$ cat src/rtl/uart_tx_arb_pkg.sv
// uart_tx_arb_pkg
// Shared types and constants for the UART transmit arbiter.
//   state_t    : arbiter sequencer states (IDLE, LAUNCH, BUSY)
//   GO / STOP  : command bytes exchanged with the authentication block
//   BAUD_CLKS  : clocks per UART bit; FRAME_CLKS is one full 10-bit frame
//   wrap_inc   : modulo increment used to advance the round-robin pointer
package uart_tx_arb_pkg;

    typedef enum logic [1:0] {
        IDLE   = 2'd0,
        LAUNCH = 2'd1,
        BUSY   = 2'd2
    } state_t;

    localparam logic [7:0] GO         = 8'h67;
    localparam logic [7:0] STOP       = 8'h73;
    localparam int         BAUD_CLKS  = 2604;
    localparam int         FRAME_CLKS = 10 * BAUD_CLKS;

    // (v + 1) mod n for 0 <= v < n
    function automatic int wrap_inc(input int v, input int n);
        return (v + 1 >= n) ? 0 : v + 1;
    endfunction

endpackage

$ cat src/rtl/uart_tx_arb_if.sv
// uart_tx_arb_if
// Bundles the requester side and the UART_tx side of the arbiter.
//   req / req_data : per-requester request level and byte (byte i at [8i+7:8i])
//   gnt / done     : per-requester one-cycle grant and completion pulses
//   trmt / tx_data : start pulse and byte towards UART_tx
//   tx_done        : UART_tx completion level
//   busy           : frame in flight
//   timeout_err    : sticky abort flag
// modport master : the arbiter itself
// modport slave  : requesters plus UART_tx (environment side)
interface uart_tx_arb_if #(
    parameter int NUM_REQ = 4
) ();

    logic [NUM_REQ-1:0]   req;
    logic [NUM_REQ*8-1:0] req_data;
    logic [NUM_REQ-1:0]   gnt;
    logic [NUM_REQ-1:0]   done;
    logic                 trmt;
    logic [7:0]           tx_data;
    logic                 tx_done;
    logic                 busy;
    logic                 timeout_err;

    modport master (
        input  req, req_data, tx_done,
        output gnt, done, trmt, tx_data, busy, timeout_err
    );

    modport slave (
        output req, req_data, tx_done,
        input  gnt, done, trmt, tx_data, busy, timeout_err
    );

endinterface

$ cat src/rtl/uart_tx_arb_rr_pick.sv
// rr_pick
// Combinational round-robin picker.
//   i_req : request vector
//   i_ptr : index with highest priority this round
//   o_any : at least one request present
//   o_idx : first set request scanning i_ptr, i_ptr+1, ... wrapping
// Rather than rotating, the search is split in two: the lowest request at or
// above i_ptr wins; if there is none, the lowest request overall wins (wrap).
module rr_pick #(
    parameter int NUM_REQ = 4,
    parameter int PW      = $clog2(NUM_REQ)
) (
    input  logic [NUM_REQ-1:0] i_req,
    input  logic [PW-1:0]      i_ptr,
    output logic               o_any,
    output logic [PW-1:0]      o_idx
);

    logic [NUM_REQ-1:0] w_upper;
    logic [PW-1:0]      w_lo_idx;
    logic [PW-1:0]      w_hi_idx;

    // Requests at or above the pointer
    for (genvar gi = 0; gi < NUM_REQ; gi++) begin : g_upper
        assign w_upper[gi] = i_req[gi] & (PW'(gi) >= i_ptr);
    end

    // Descending scan so the lowest set bit is the last assignment
    always_comb begin
        w_lo_idx = '0;
        w_hi_idx = '0;
        for (int i = NUM_REQ - 1; i >= 0; i--) begin
            if (i_req[i]) begin
                w_lo_idx = PW'(i);
            end
            if (w_upper[i]) begin
                w_hi_idx = PW'(i);
            end
        end
    end

    assign o_any = |i_req;
    assign o_idx = (|w_upper) ? w_hi_idx : w_lo_idx;

endmodule

$ cat src/rtl/uart_tx_arb.sv
// uart_tx_arb
// Round-robin arbiter/sequencer sharing one UART_tx among NUM_REQ requesters.
// A winner's byte is captured on the grant edge, trmt is pulsed, tx_data is
// held for the whole frame, and the arbiter waits for tx_done before the next
// arbitration round.
//   clk, rst : clock, synchronous active-high reset (shared with UART_tx)
//   bus      : uart_tx_arb_if.master (req, req_data, tx_done in;
//              gnt, done, trmt, tx_data, busy, timeout_err out)
// Parameters: NUM_REQ (2..8), TIMEOUT_CYC (BUSY cycle limit).
// Optional feature macro UART_TX_ARB_TIMEOUT_EN: when defined, a frame that
// sees no tx_done within TIMEOUT_CYC BUSY cycles is aborted without a done
// pulse and timeout_err is set until reset. When undefined, BUSY waits
// indefinitely and timeout_err is tied low.
module uart_tx_arb
    import uart_tx_arb_pkg::*;
#(
    parameter int NUM_REQ     = 4,
    parameter int TIMEOUT_CYC = 32768
) (
    input  logic              clk,
    input  logic              rst,
    uart_tx_arb_if.master     bus
);

    localparam int PW = $clog2(NUM_REQ);

    if (NUM_REQ < 2 || NUM_REQ > 8 || TIMEOUT_CYC < 1 || TIMEOUT_CYC > 65536) begin : g_param_check
        $error("uart_tx_arb: parameter out of range");
    end

    state_t             r_state, w_state_next;
    logic [PW-1:0]      r_ptr, w_ptr_next;
    logic [PW-1:0]      r_win, w_win_next;
    logic [NUM_REQ-1:0] r_gnt, w_gnt_next;
    logic [NUM_REQ-1:0] r_done, w_done_next;
    logic               r_trmt, w_trmt_next;
    logic [7:0]         r_tx_data, w_tx_data_next;

    logic               w_any;
    logic [PW-1:0]      w_idx;
    logic [PW-1:0]      w_ptr_after;
    logic [7:0]         w_bytes [NUM_REQ];

`ifdef UART_TX_ARB_TIMEOUT_EN
    logic [15:0]        r_cnt, w_cnt_next;
    logic               r_timeout_err, w_timeout_err_next;
`endif

    rr_pick #(
        .NUM_REQ (NUM_REQ),
        .PW      (PW)
    ) u_pick (
        .i_req (bus.req),
        .i_ptr (r_ptr),
        .o_any (w_any),
        .o_idx (w_idx)
    );

    for (genvar gi = 0; gi < NUM_REQ; gi++) begin : g_bytes
        assign w_bytes[gi] = bus.req_data[8*gi +: 8];
    end

    // Priority moves to the requester after the one just served
    assign w_ptr_after = PW'(wrap_inc(int'(r_win), NUM_REQ));

    always_comb begin
        w_state_next   = r_state;
        w_ptr_next     = r_ptr;
        w_win_next     = r_win;
        w_tx_data_next = r_tx_data;
        w_gnt_next     = '0;
        w_done_next    = '0;
        w_trmt_next    = 1'b0;
`ifdef UART_TX_ARB_TIMEOUT_EN
        w_cnt_next         = r_cnt;
        w_timeout_err_next = r_timeout_err;
`endif
        case (r_state)
            IDLE: begin
                if (w_any) begin
                    w_gnt_next     = NUM_REQ'(1) << w_idx;
                    w_trmt_next    = 1'b1;
                    w_tx_data_next = w_bytes[w_idx];
                    w_win_next     = w_idx;
                    w_state_next   = LAUNCH;
                end
            end
            LAUNCH: begin
                // tx_done may still be high from the previous frame here;
                // UART_tx only clears it on the trmt edge, so it is ignored.
                w_state_next = BUSY;
`ifdef UART_TX_ARB_TIMEOUT_EN
                w_cnt_next   = '0;
`endif
            end
            BUSY: begin
                if (bus.tx_done) begin
                    w_done_next  = NUM_REQ'(1) << r_win;
                    w_ptr_next   = w_ptr_after;
                    w_state_next = IDLE;
                end
`ifdef UART_TX_ARB_TIMEOUT_EN
                // r_cnt counts completed BUSY cycles, so the abort falls on
                // the edge closing BUSY cycle number TIMEOUT_CYC.
                else if (r_cnt == 16'(TIMEOUT_CYC - 1)) begin
                    w_ptr_next         = w_ptr_after;
                    w_state_next       = IDLE;
                    w_timeout_err_next = 1'b1;
                end else begin
                    w_cnt_next = r_cnt + 16'd1;
                end
`endif
            end
            default: begin
                w_state_next = IDLE;
            end
        endcase
    end

    always_ff @(posedge clk) begin
        if (rst) begin
            r_state   <= IDLE;
            r_ptr     <= '0;
            r_win     <= '0;
            r_gnt     <= '0;
            r_done    <= '0;
            r_trmt    <= 1'b0;
            r_tx_data <= 8'h00;
        end else begin
            r_state   <= w_state_next;
            r_ptr     <= w_ptr_next;
            r_win     <= w_win_next;
            r_gnt     <= w_gnt_next;
            r_done    <= w_done_next;
            r_trmt    <= w_trmt_next;
            r_tx_data <= w_tx_data_next;
        end
    end

`ifdef UART_TX_ARB_TIMEOUT_EN
    always_ff @(posedge clk) begin
        if (rst) begin
            r_cnt         <= '0;
            r_timeout_err <= 1'b0;
        end else begin
            r_cnt         <= w_cnt_next;
            r_timeout_err <= w_timeout_err_next;
        end
    end

    assign bus.timeout_err = r_timeout_err;
`else
    assign bus.timeout_err = 1'b0;
`endif

    assign bus.gnt     = r_gnt;
    assign bus.done    = r_done;
    assign bus.trmt    = r_trmt;
    assign bus.tx_data = r_tx_data;
    assign bus.busy    = (r_state != IDLE);

endmodule

$ cat src/flat_wrapper.sv
// flat-port wrapper written by rule: the top's interface ports become plain ports
module uart_tx_arb_flat import uart_tx_arb_pkg::*;
#(
    parameter int NUM_REQ     = 4,
    parameter int TIMEOUT_CYC = 32768
)
  (clk, rst, bus_req, bus_req_data, bus_tx_done, bus_gnt, bus_done, bus_trmt, bus_tx_data, bus_busy, bus_timeout_err);
  uart_tx_arb_if #(.NUM_REQ(NUM_REQ)) bus_i ();
  input  logic clk;
  input  logic rst;
  input wire logic [$bits(bus_i.req)-1:0] bus_req;
  input wire logic [$bits(bus_i.req_data)-1:0] bus_req_data;
  input wire logic [$bits(bus_i.tx_done)-1:0] bus_tx_done;
  output wire logic [$bits(bus_i.gnt)-1:0] bus_gnt;
  output wire logic [$bits(bus_i.done)-1:0] bus_done;
  output wire logic [$bits(bus_i.trmt)-1:0] bus_trmt;
  output wire logic [$bits(bus_i.tx_data)-1:0] bus_tx_data;
  output wire logic [$bits(bus_i.busy)-1:0] bus_busy;
  output wire logic [$bits(bus_i.timeout_err)-1:0] bus_timeout_err;
  assign bus_i.req = bus_req;
  assign bus_i.req_data = bus_req_data;
  assign bus_i.tx_done = bus_tx_done;
  assign bus_gnt = bus_i.gnt;
  assign bus_done = bus_i.done;
  assign bus_trmt = bus_i.trmt;
  assign bus_tx_data = bus_i.tx_data;
  assign bus_busy = bus_i.busy;
  assign bus_timeout_err = bus_i.timeout_err;
  uart_tx_arb #(.NUM_REQ(NUM_REQ), .TIMEOUT_CYC(TIMEOUT_CYC)) u_core (.clk(clk), .rst(rst), .bus(bus_i));
endmodule
$ cat config.mk
export PLATFORM = sky130hd
export DESIGN_NAME = uart_tx_arb_flat
export DESIGN_NICKNAME = d
export VERILOG_FILES = /design/src/rtl/uart_tx_arb_pkg.sv /design/src/rtl/uart_tx_arb_if.sv /design/src/rtl/uart_tx_arb_rr_pick.sv /design/src/rtl/uart_tx_arb.sv /design/src/flat_wrapper.sv
export SDC_FILE = /design/constraint.sdc
export NUM_CORES = 1
export LEC_CHECK = 0
export CELL_PAD_IN_SITES_DETAIL_PLACEMENT = 1
export CELL_PAD_IN_SITES_GLOBAL_PLACEMENT = 1
export CORE_AREA = 2 2 67 69
export DETAILED_ROUTE_END_ITERATION = 6
export DIE_AREA = 0 0 69 71
export HOLD_SLACK_MARGIN = 0.15
export PLACE_DENSITY = 0.76
export REMOVE_ABC_BUFFERS = 1
export SLEW_MARGIN = 20
export SYNTH_ARGS = -nofsm -noshare
export SYNTH_HDL_FRONTEND = slang
export SYNTH_SLANG_ARGS = --single-unit
$ cat constraint.sdc
create_clock -name clk -period 1.8 [get_ports clk]
set_clock_uncertainty 0.1 [all_clocks]
set_input_delay 0.27 -clock clk [delete_from_list [all_inputs] [get_ports clk]]
set_output_delay 0.27 -clock clk [all_outputs]
set_load 0.02 [all_outputs]
# Word-level counts from Yosys, hierarchy flattened
# Cells that the tools add are included.
dict set report totals {
  ff_bits 23
  elab_cells 56
  output_inout_bits 19
  in_bits 39
}
dict set report classes {
  magnitude_cmp 6
  n_bitwise 9
  shift 2
  add_sub_neg 1
  n_mux 17
  n_reduce_logical 10
  eq_ne 4
}
# cell n
set op_table {}
lappend op_table {{$mux W2} 12}
lappend op_table {{$bmux W8 S2} 1}
lappend op_table {{$mux W8} 2}
lappend op_table {{$reduce_or A4 Y1} 2}
lappend op_table {{$shl A1 B2 Y4 const A} 2}
lappend op_table {{$ge A3 B3 Y1 const B} 2}
lappend op_table {{$pmux W2 S3} 1}
lappend op_table {{$reduce_and A2 Y1} 3}
lappend op_table {{$reduce_or A3 Y1} 2}
lappend op_table {{$and A1 B1 Y1} 4}
lappend op_table {{$ge A1 B2 Y1 const A} 2}
lappend op_table {{$ge A2 B2 Y1 const A} 2}
lappend op_table {{$ne A2 B2 Y1 const B} 2}
lappend op_table {{$not A1 Y1} 4}
lappend op_table {{$add A2 B1 Y3 const B} 1}
lappend op_table {{$not A2 Y3} 1}
lappend op_table {{$eq A2 B1 Y1 const B} 1}
lappend op_table {{$eq A2 B2 Y1 const B} 1}
lappend op_table {{$logic_not A2 Y1} 1}
lappend op_table {{$reduce_bool A2 Y1} 1}
lappend op_table {{$reduce_or A2 Y1} 1}
lappend op_table {{$mux W1} 1}

# Longest topological paths before layout
# Gate-level depths: netlist of the first run.
dict set report depth {
  ltp_word 11
  mapped_depth 6
  mapped_depth_nobuf 5
}

# Hierarchy
# From an unflattened synthesis of the first run, not the netlist that was laid out.
dict set report hier_totals {
  cells_unflattened 87
  area_unflattened_um2 1079.8
}
# module area_each_um2 n_inst cells_per_inst seq_area_each_um2
set by_module_without_submodules {}
lappend by_module_without_submodules {uart_tx_arb 1002.2 1 74 460.4}
lappend by_module_without_submodules {rr_pick 77.6 1 13 0.0}

# Worst setup path before layout of the first run
# OpenSTA, ideal clock, no wires.
dict set report synth_timing {
  path_kind {register -> register}
  from {reg u_core.r_state[1]}
  to {reg u_core.r_tx_data[0] (netlist: u_core.bus.tx_data[0])}
  setup_time_ps 134
  t_required_ps 1566
  slack_ps 294
  n_path_buf 1
  arrival_time_ps 1272
  stages_incl_launch_ff 7
  synth_period_minus_slack_ps 1506
  cell_sequence {dfxtp_1 -> or2_4 -> a31o_4 -> nor2b_1 -> buf_2 -> nand2_1 -> o221ai_1}
}
dict set report synth_between {
  elab_chain_len 2
}
# item line
set synth_rtl {}
lappend synth_rtl {{start: declaration} uart_tx_arb.sv:31} ;# state_t r_state, w_state_next;
lappend synth_rtl {{start signal: assignment} uart_tx_arb.sv:130} ;# r_state <= w_state_next;
lappend synth_rtl {{$logic_not A2 Y1} uart_tx_arb.sv:78} ;# case (r_state)
lappend synth_rtl {{$reduce_and A2 Y1 (no line)} --}
lappend synth_rtl {{end signal: assignment} uart_tx_arb.sv:136} ;# r_tx_data <= w_tx_data_next;
lappend synth_rtl {{end: declaration} uart_tx_arb.sv:37} ;# logic [7:0] r_tx_data, w_tx_data_next;
# No other way between the ends.
# A chain may end at the register's enable or synchronous reset.

# Final worst setup path of the first run
dict set report layout_timing {
  from {in bus_req[3]}
  to {reg u_core.r_tx_data[0] (netlist: u_core.bus.tx_data[0])}
}
dict set report layout_between {
  elab_chain_len 10
  elab_cells_between_ends 17
  cone_classes {mux: 12; bitwise: 2; reduce/logical: 3}
}
# item line
set layout_rtl {}
lappend layout_rtl {{start: declaration} flat_wrapper.sv:11} ;# input wire logic [$bits(bus_i.req)-1:0] bus_req;
lappend layout_rtl {{$and A1 B1 Y1} uart_tx_arb_rr_pick.sv:25} ;# assign w_upper[gi] = i_req[gi] & (PW'(gi) >= i_ptr);
lappend layout_rtl {{$mux W2 (4 in series)} uart_tx_arb_rr_pick.sv:36} ;# if (w_upper[i]) begin
lappend layout_rtl {{$mux W2} uart_tx_arb_rr_pick.sv:43} ;# assign o_idx = (|w_upper) ? w_hi_idx : w_lo_idx;
lappend layout_rtl {{$not A2 Y3 (not written as such)} uart_tx_arb.sv:83} ;# w_tx_data_next = w_bytes[w_idx];
lappend layout_rtl {{$bmux W8 S2} uart_tx_arb.sv:83}
lappend layout_rtl {{$mux W8 (not written as such) (2 in series)} uart_tx_arb.sv:83}
# Several ways; a longest one is shown, not always the timed one. The select of a mux whose other input is x is not followed.

==> impl_metrics.env, run 1 <==
export IMPL_r2r_slack_ns=0.12
export IMPL_nFillCells=464
export IMPL_cp_end_kind="flip-flop"
export IMPL_layout_drive_gt1_share_pct=14.9
export IMPL_die_area_mm2=0.00490
export IMPL_holdPathStages=2
export IMPL_yosysMostFrequentCell="dfxtp_1"
export IMPL_routed_via_density=4.64
export IMPL_syn_area_per_cell_um2=10.1
export IMPL_fmax_mhz=587
export IMPL_post_synth_top_area_cell="dfxtp_1"
export IMPL_drc=0
export IMPL_synth_distinct_cells=31
export IMPL_yosysTopAreaCellShare_pct=42.9
export IMPL_synth_edff_count=0
export IMPL_antenna_found_initial=0
export IMPL_hold_path_class="flip-flop to flip-flop"
export IMPL_start_util_pct=25.5
export IMPL_status="complete, no violations"
export IMPL_utilization_pct=43.3
export IMPL_hpwl_mm=2.52
export IMPL_synthCells=106
export IMPL_setup_slack_ns=0.0952
export IMPL_fin_tns_setup_ns=0
export IMPL_place_congestion=0.805
export IMPL_synthToLayoutAreaGrowth_pct=69.9
export IMPL_nets=209
export IMPL_crit_type="input pin to flip-flop"
export IMPL_grt_use_total_pct=12.3
export IMPL_drt_iter0_drc=20
export IMPL_htreeDepth=1
export IMPL_place_inst=215
export IMPL_synth_seq_cells=23
export IMPL_cts_buffer_depth=2
export IMPL_min_from="u_core.bus.tx_data[4]"
export IMPL_synth_yosys_warnings=0
export IMPL_firstDrtPassIters=3
export IMPL_die_w_um=69
export IMPL_synth_area_top_cells="dfxtp_1 43%, mux2i_1 19%, o221ai_1 5.7%"
export IMPL_synth_top_flop_cell="dfxtp_1"
export IMPL_layoutNonFillerInstCount=220
export IMPL_seq_area_frac_synth_pct=42.9
export IMPL_numCtsBuffers=3
export IMPL_cts_sinks=23
export IMPL_finalMaxSlewViolations=0
export IMPL_die_height_um=71
export IMPL_synth_top_cells_by_count="23 x dfxtp_1, 20 x mux2i_1, 14 x nor2_1, 9 x nand2_1, 7 x o221ai_1"
export IMPL_async_flop_share_pct=0
export IMPL_grt_pass1_wl_mm=4.93
export IMPL_finalHoldViolCount=0
export IMPL_cp_required_ns=1.89
export IMPL_multi_input_area_um2=576
export IMPL_port_buffers=56
export IMPL_grt_max_degree=13
export IMPL_grt_pass1_vias=1079
export IMPL_p_leak_nw=0.726
export IMPL_r2r_start="u_core.r_state[1]"
export IMPL_whs_endpoint="u_core.bus.tx_data[4]"
export IMPL_cp_max_fo=10
export IMPL_peakVddDrop_v=0.000303
export IMPL_insertion_delay_ns=0.27
export IMPL_place_area_mm2=0.00171
export IMPL_n_antenna_cell=0
export IMPL_postRouteWirelength_mm=3.09
export IMPL_setup_violations=0
export IMPL_coreArea_mm2=0.00420
export IMPL_drv_cap=0
export IMPL_grt_overflow_total=0
export IMPL_min_period_ns=1.70
export IMPL_reg2regPathDepth=6
export IMPL_postRouteAntennaNets=0
export IMPL_cp_start_kind="input pin"
export IMPL_fin_area_mm2=0.00182
export IMPL_syn_area_mm2=0.00107
export IMPL_crit_start="bus_req[3]"
export IMPL_path_clk_slew_ns=0.08
export IMPL_powerDensity_mw_per_mm2=721
export IMPL_critPathArrivalTime_ns=1.79
export IMPL_seq_area_um2=462
export IMPL_root_buffer="clkbuf_8"
export IMPL_period_share_pct=94.7
export IMPL_vias=1021
export IMPL_dp_slack_ns=-0.291
export IMPL_wl_per_cell_um=14.0
export IMPL_rr_endpoint="u_core.bus.tx_data[0]"
export IMPL_io_pins=58
export IMPL_cts_setup_buffers=0
export IMPL_rows=24
export IMPL_cts_tree="built"
worst max-delay path: stages:
cell and delay [ns]:
clkdlybuf4s50_1 0.50, nor2_1 0.08, a31o_4 0.25, buf_4 0.16, nor2_8 0.11, nand2_2 0.17
o221ai_1 0.26
placed cells by master, fill, tap and decap left out, types with 2 or more instances in the layout:
cell type / instances
clkdlybuf4s50_1: 54
nor2_1: 14
dfxtp_1: 22
clkbuf_8: 3
a21oi_1: 2
mux2i_1: 19
nand2_1: 9
buf_4: 5
nor2b_2: 2
o221ai_1: 7
inv_1: 2
dlymetal6s2s_1: 2
nand2b_1: 2
per-layer routing:
layer  part of all wire (%)  vias up  GRT usage, %
li1                       -      499             -
met4                   0.71        0          2.61
met3                    7.0        3          4.27
met5                      0        -             0
met1                     38      483          12.5
met2                     54       36          24.3
timing repair:
action / 4_1_cts / 5_1_grt
gates resized for setup: 1 / 10
pin swaps: 0 / 1
cloned: 0 / 1
endpoints found under the setup margin: 2 / 9
hold buffers: 0 / 0
worst max path at each step:
stage	to	slack, ns	cells past startpoint
floorplan	u_core.bus.tx_data[7]	0.15	5
global route	u_core.bus.tx_data[0]	-0.008	7
global placement	u_core.bus.tx_data[1]	-0.19	7
finish	u_core.bus.tx_data[0]	0.1	7
detailed placement	u_core.bus.tx_data[0]	-0.29	6
CTS	u_core.bus.tx_data[0]	0.01	6
flip-flops by register name, indices dropped and copies added (netlist names):
register / flops
u_core.bus.done: 4
u_core.bus.tx_data: 8
u_core.bus.gnt: 4
u_core.r_ptr: 2
u_core.r_state: 2
u_core.r_win: 2
u_core.bus.trmt: 1
cell type report:
type | instances | share of cell area [%]
multi-input cells | 74 | 31.6
clock buffers | 4 | 2.47
well taps | 52 | 3.57
repair buffers | 64 | 36.4
flip-flops and latches | 23 | 25.3
inverters | 3 | 0.618
through the flow:
| stage | power (mW) | hold WS (ns) |
|---|---|---|
| 3_5_place_dp | 0.984 | 0.358 |
| 2_1_floorplan | 0.765 | 0.242 |
| 6_report | 1.31 | 0.382 |
| 4_1_cts | 1.31 | 0.389 |
| 5_1_grt | 1.37 | 0.417 |
| 3_3_place_gp | 0.969 | 0.361 |
power breakdown:
part / total [mW] / internal (mW) / switching [mW]
Sequential: 0.580 / 0.551 / 0.0288
Clock: 0.326 / 0.158 / 0.168
Combinational: 0.407 / 0.233 / 0.174
Total: 1.31 / 0.943 / 0.371
logic make-up after synthesis:
family / synth area share [%]
AOI/OAI and AO/OA: 13.5
adders and majority gates: 1.17
buffers and inverters: 5.72
DFF: 42.9
muxes: 18.7
other: 0.350
and+or+nand+nor: 17.6
Power figures use the tool's default switching activity.
==> inputs of run 2 (changes only) <==
CORE_AREA = 2 2 64 66   (was 2 2 67 69)
CTS_BUF_LIST = sky130_fd_sc_hd__clkbuf_2 sky130_fd_sc_hd__clkbuf_4 sky130_fd_sc_hd__clkbuf_8   (was not set)
DIE_AREA = 0 0 66 68   (was 0 0 69 71)
PLACE_DENSITY = 0.83   (was 0.76)
==> impl_metrics.env, run 2 (synthesis results as in run 1) <==
export IMPL_nets=210
export IMPL_peakVddDrop_v=0.000299
export IMPL_layout_drive_gt1_share_pct=14.2
export IMPL_rows=23
export IMPL_cts_buffer_depth=2
export IMPL_coreArea_mm2=0.00386
export IMPL_vias=1017
export IMPL_critPathArrivalTime_ns=1.39
export IMPL_die_w_um=66
export IMPL_fmax_mhz=569
export IMPL_endpoint="bus_busy"
export IMPL_cp_end_kind="output port"
export IMPL_p_leak_nw=0.728
export IMPL_rsz0062_at_grt="true"
export IMPL_io_pins=58
export IMPL_htreeDepth=1
export IMPL_cts_sinks=23
export IMPL_die_area_mm2=0.00449
export IMPL_routed_via_density=4.64
export IMPL_grt_use_total_pct=14.4
export IMPL_switching_share_pct=27.1
export IMPL_nFillCells=460
export IMPL_powerDensity_mw_per_mm2=723
export IMPL_layoutNonFillerInstCount=219
export IMPL_clkPwrFrac_pct=24.9
export IMPL_wl_per_cell_um=14.4
export IMPL_status="complete, no violations"
export IMPL_grt_pass1_vias=1154
export IMPL_n_antenna_cell=0
export IMPL_cts_tree="built"
export IMPL_path_clk_slew_ns=0.08
export IMPL_place_congestion=0.712
export IMPL_cp_required_ns=1.43
export IMPL_antenna_found_initial=0
export IMPL_hpwl_mm=2.55
export IMPL_start_util_pct=27.8
export IMPL_die_height_um=68
export IMPL_firstDrtPassIters=4
export IMPL_rr_endpoint="u_core.bus.tx_data[0]"
export IMPL_cp_max_fo=3
export IMPL_use_met2_pct=29.7
export IMPL_min_period_ns=1.76
export IMPL_postRouteWirelength_mm=3.15
export IMPL_drt_iter0_drc=26
export IMPL_grt_pass1_wl_mm=4.95
export IMPL_grt_overflow_total=0
export IMPL_ctsHoldBuffers=0
export IMPL_port_buffers=56
export IMPL_grt_max_degree=15
export IMPL_netSwitchingPower_uw=355
export IMPL_r2r_slack_ns=0.12
export IMPL_crit_start="u_core.r_state[1]"
export IMPL_power_frac_comb_pct=30.9
export IMPL_finalHoldViolCount=0
export IMPL_p_seq_share_pct=44.2
export IMPL_drc=0
export IMPL_drv_cap=0
export IMPL_reg2regPathDepth=6
export IMPL_finalMaxSlewViolations=0
export IMPL_insertion_delay_ns=0.26
export IMPL_internal_power_uw=955
export IMPL_final_common_cell="clkdlybuf4s50_1"
export IMPL_place_inst=213
export IMPL_period_share_pct=97.7
export IMPL_synthToLayoutAreaGrowth_pct=69.0
export IMPL_final_cell_mix="54 x clkdlybuf4s50_1, 23 x dfxtp_1, 19 x mux2i_1, 14 x nor2_1, 9 x nand2_1"
export IMPL_utilization_pct=47.0
export IMPL_use_met3_pct=2.30
export IMPL_cp_start_kind="flip-flop"
export IMPL_largest_register_ff_count=8
export IMPL_setup_violations=0
export IMPL_crit_type="flip-flop to output port"
export IMPL_grt_use_met1_pct=14.3
export IMPL_r2r_start="u_core.r_ptr[0]"
export IMPL_root_buffer="clkbuf_8"
export IMPL_numCtsBuffers=3
export IMPL_postRouteAntennaNets=0
export IMPL_hold_path_class="flip-flop to flip-flop"
export IMPL_gr_max_usage_layer="met2"
## run 2: area by class of cell
type	instances	area (um^2)	share of cell area [%]
inverters	3	11.3	0.622
multi-input cells	74	562	31.0
well taps	50	62.6	3.45
repair buffers	65	667	36.8
flip-flops and latches	23	460	25.4
clock buffers	4	48.8	2.69
## run 2: repair_timing
action / 4_1_cts / 5_1_grt
endpoints found under the setup margin: 0 / 8
gates resized for setup: 0 / 6
setup buffers: 0 / 1
## run 2: worst min path at each step
stage | endpoint | slack [ns] | cells past startpoint | start
3_3_place_gp | u_core.bus.tx_data[3] | 0.35 | 2 | u_core.bus.tx_data[3]
6_report | u_core.bus.tx_data[5] | 0.38 | 2 | u_core.bus.tx_data[5]
3_5_place_dp | u_core.bus.tx_data[5] | 0.36 | 2 | u_core.bus.tx_data[5]
4_1_cts | u_core.bus.tx_data[4] | 0.39 | 2 | u_core.bus.tx_data[4]
5_1_grt | u_core.bus.tx_data[5] | 0.42 | 2 | u_core.bus.tx_data[5]
2_1_floorplan | u_core.r_ptr[0] | 0.24 | 1 | rst
## run 2: metrics by stage
| stage | instance area (um^2) | worst slack, ns | TNS (ns) | hold WS (ns) | total power, mW |
|---|---|---|---|---|---|
| 2_1_floorplan | 1020 | 0.148 | 0 | 0.242 | 0.765 |
| 3_3_place_gp | 1710 | -0.174 | -1.54 | 0.353 | 0.968 |
| 3_5_place_dp | 1710 | -0.268 | -2.64 | 0.362 | 0.982 |
| 4_1_cts | 1760 | 0.0104 | 0 | 0.393 | 1.31 |
| 5_1_grt | 1810 | -0.0246 | -0.0456 | 0.424 | 1.37 |
| 6_report | 1810 | 0.0415 | 0 | 0.381 | 1.31 |
## run 2: power groups by stage
stage,Sequential [mW],Combinational (mW),Clock [mW]
2_1_floorplan,0.624,0.141,0
3_3_place_gp,0.589,0.379,0
3_5_place_dp,0.591,0.392,0
4_1_cts,0.580,0.394,0.338
5_1_grt,0.585,0.434,0.348
6_report,0.579,0.405,0.325
## run 2: metal layers
| metal | wire, um | vias to the layer above |
|---|---|---|
| li1 | - | 497 |
| met1 | 1200 | 482 |
| met2 | 1750 | 36 |
| met3 | 187 | 2 |
| met4 | 17 | 0 |
| met5 | 0 | - |
## run 2: worst max-delay path, cell delays in order (launching register included)
cell	delay, ns
dfxtp_1	0.34
or2_4	0.26
clkdlybuf4s50_1	0.53
==> inputs of run 3 (changes only) <==
--- a/constraint.sdc
+++ b/constraint.sdc
@@ -4,2 +4,2 @@
 set_output_delay 0.27 -clock clk [all_outputs]
-set_load 0.02 [all_outputs]
+set_load 0.05 [all_outputs]
==> impl_metrics.env, run 3 (synthesis results as in run 1) <==
export IMPL_status="complete, no violations"
export IMPL_postRouteAntennaNets=0
export IMPL_seq_area_um2=460
export IMPL_die_height_um=68
export IMPL_layout_drive_gt1_share_pct=26.0
export IMPL_setup_violations=0
export IMPL_drv_cap=0
export IMPL_hold_path_class="flip-flop to flip-flop"
export IMPL_fmax_mhz=594
export IMPL_cp_num_buf_inv=2
export IMPL_min_period_ns=1.68
export IMPL_hold_ws_ns=0.375
export IMPL_finalMaxSlewViolations=0
export IMPL_max_stage_delay_ns=0.51
export IMPL_fin_tns_setup_ns=0
export IMPL_place_inst=214
export IMPL_rows=23
export IMPL_power_mw=1.40
export IMPL_io_pins=58
export IMPL_drt_iter0_drc=27
export IMPL_rr_endpoint="u_core.bus.tx_data[5]"
export IMPL_critPathArrivalTime_ns=1.77
export IMPL_die_area_mm2=0.00449
export IMPL_start_util_pct=27.8
export IMPL_nFillCells=464
export IMPL_cts_tree="built"
export IMPL_r2r_start="u_core.r_ptr[1]"
export IMPL_holdPathStages=2
export IMPL_largest_register_ff_count=8
export IMPL_whs_endpoint="u_core.bus.tx_data[3]"
export IMPL_drc=0
export IMPL_cts_setup_buffers=0
export IMPL_cts_buffer_depth=2
export IMPL_grt_pass1_wl_mm=4.80
export IMPL_vias=1007
export IMPL_utilization_pct=46.6
export IMPL_rsz0062_at_grt="false"
export IMPL_ctsHoldBuffers=0
export IMPL_min_from="u_core.bus.tx_data[3]"
export IMPL_coreArea_mm2=0.00386
export IMPL_cts_sinks=23
export IMPL_peakVddDrop_v=0.000409
export IMPL_layoutNonFillerInstCount=219
export IMPL_cp_end_kind="flip-flop"
export IMPL_final_common_cell="clkdlybuf4s50_1"
export IMPL_multi_input_area_um2=596
export IMPL_grt_use_total_pct=14.2
export IMPL_nets=210
export IMPL_htreeDepth=1
export IMPL_antenna_found_initial=0
export IMPL_die_w_um=66
export IMPL_firstDrtPassIters=4
export IMPL_final_cell_mix="36 x clkdlybuf4s50_1, 25 x buf_4, 23 x dfxtp_1, 17 x mux2i_1, 14 x nor2_1"
export IMPL_period_share_pct=93.5
export IMPL_postRouteWirelength_mm=2.95
export IMPL_root_buffer="clkbuf_8"
export IMPL_path_clk_slew_ns=0.08
export IMPL_p_leak_nw=0.762
export IMPL_cp_required_ns=1.89
export IMPL_grt_max_degree=15
export IMPL_numCtsBuffers=3
export IMPL_grt_pass1_vias=1077
export IMPL_crit_family="buffers and inverters"
export IMPL_hpwl_mm=2.38
export IMPL_finalHoldViolCount=0
export IMPL_port_buffers=56
export IMPL_powerDensity_mw_per_mm2=779
export IMPL_routed_via_density=4.60
export IMPL_crit_type="input pin to flip-flop"
export IMPL_place_congestion=0.675
export IMPL_synthToLayoutAreaGrowth_pct=67.6
export IMPL_wl_per_cell_um=13.4
export IMPL_cp_start_kind="input pin"
export IMPL_r2r_slack_ns=0.14
export IMPL_n_antenna_cell=0
export IMPL_critPathSlowestCell="clkdlybuf4s50_1"
export IMPL_insertion_delay_ns=0.26
export IMPL_grt_overflow_total=0
export IMPL_reg2regPathDepth=6
export IMPL_crit_chain="clkdlybuf4s50_1 -> nor2_1 -> a31o_4 -> buf_4 -> nor2_8 -> nand2_2 -> o221ai_1"
export IMPL_cp_max_fo=10
==> run 3: per-layer routing <==
metal | wire length, um | global-route usage, %
met3 | 238 | 4.44
met2 | 1470 | 26.3
met1 | 1190 | 15.1
met5 | 0 | 0
met4 | 40 | 5.36
==> run 3: layout make-up <==
type / instances / area share, %
clock buffer: 4 / 2.72
timing repair buffer: 65 / 34.4
tap: 50 / 3.48
sequential: 23 / 25.6
inverter: 3 / 0.627
multi-input combinational: 74 / 33.1
==> run 3: report_power, final <==
part / internal (mW) / switching (mW) / total (mW)
clock: 0.173 / 0.163 / 0.336
sequential: 0.551 / 0.0289 / 0.580
combinational: 0.225 / 0.260 / 0.485
==> run 3: timing repair <==
| item | in CTS | in global routing |
|---|---|---|
| setup endpoints to repair | 0 | 8 |
| hold endpoints to repair | 0 | 0 |
| resized for setup | 0 | 10 |
==> run 3: how the worst max path moves through the flow <==
stage | from | endpoint | slack (ns) | depth (start not counted)
floorplan | u_core.r_ptr[1] | u_core.bus.tx_data[7] | 0.15 | 5
global placement | bus_req[0] | u_core.bus.tx_data[7] | -0.17 | 7
detailed placement | bus_req[0] | u_core.bus.tx_data[2] | -0.26 | 7
CTS | bus_req[0] | u_core.bus.tx_data[2] | 0.02 | 7
global route | bus_req[3] | u_core.bus.tx_data[2] | 0.03 | 7
finish | bus_req[3] | u_core.bus.tx_data[5] | 0.12 | 7
==> run 3: tightest hold or removal path: cells and delay by family (launching register included) <==
family,cells,cell delay [ns]
compound gates,1,0.05
flops,1,0.34
simple gates,1,0.05
==> run 3: through the flow <==
stage	instance area, um^2	setup slack, ns
6_report	1800	0.117
5_1_grt	1800	0.0273
4_1_cts	1720	0.0174
3_5_place_dp	1670	-0.263
3_3_place_gp	1670	-0.174
2_1_floorplan	1020	0.148
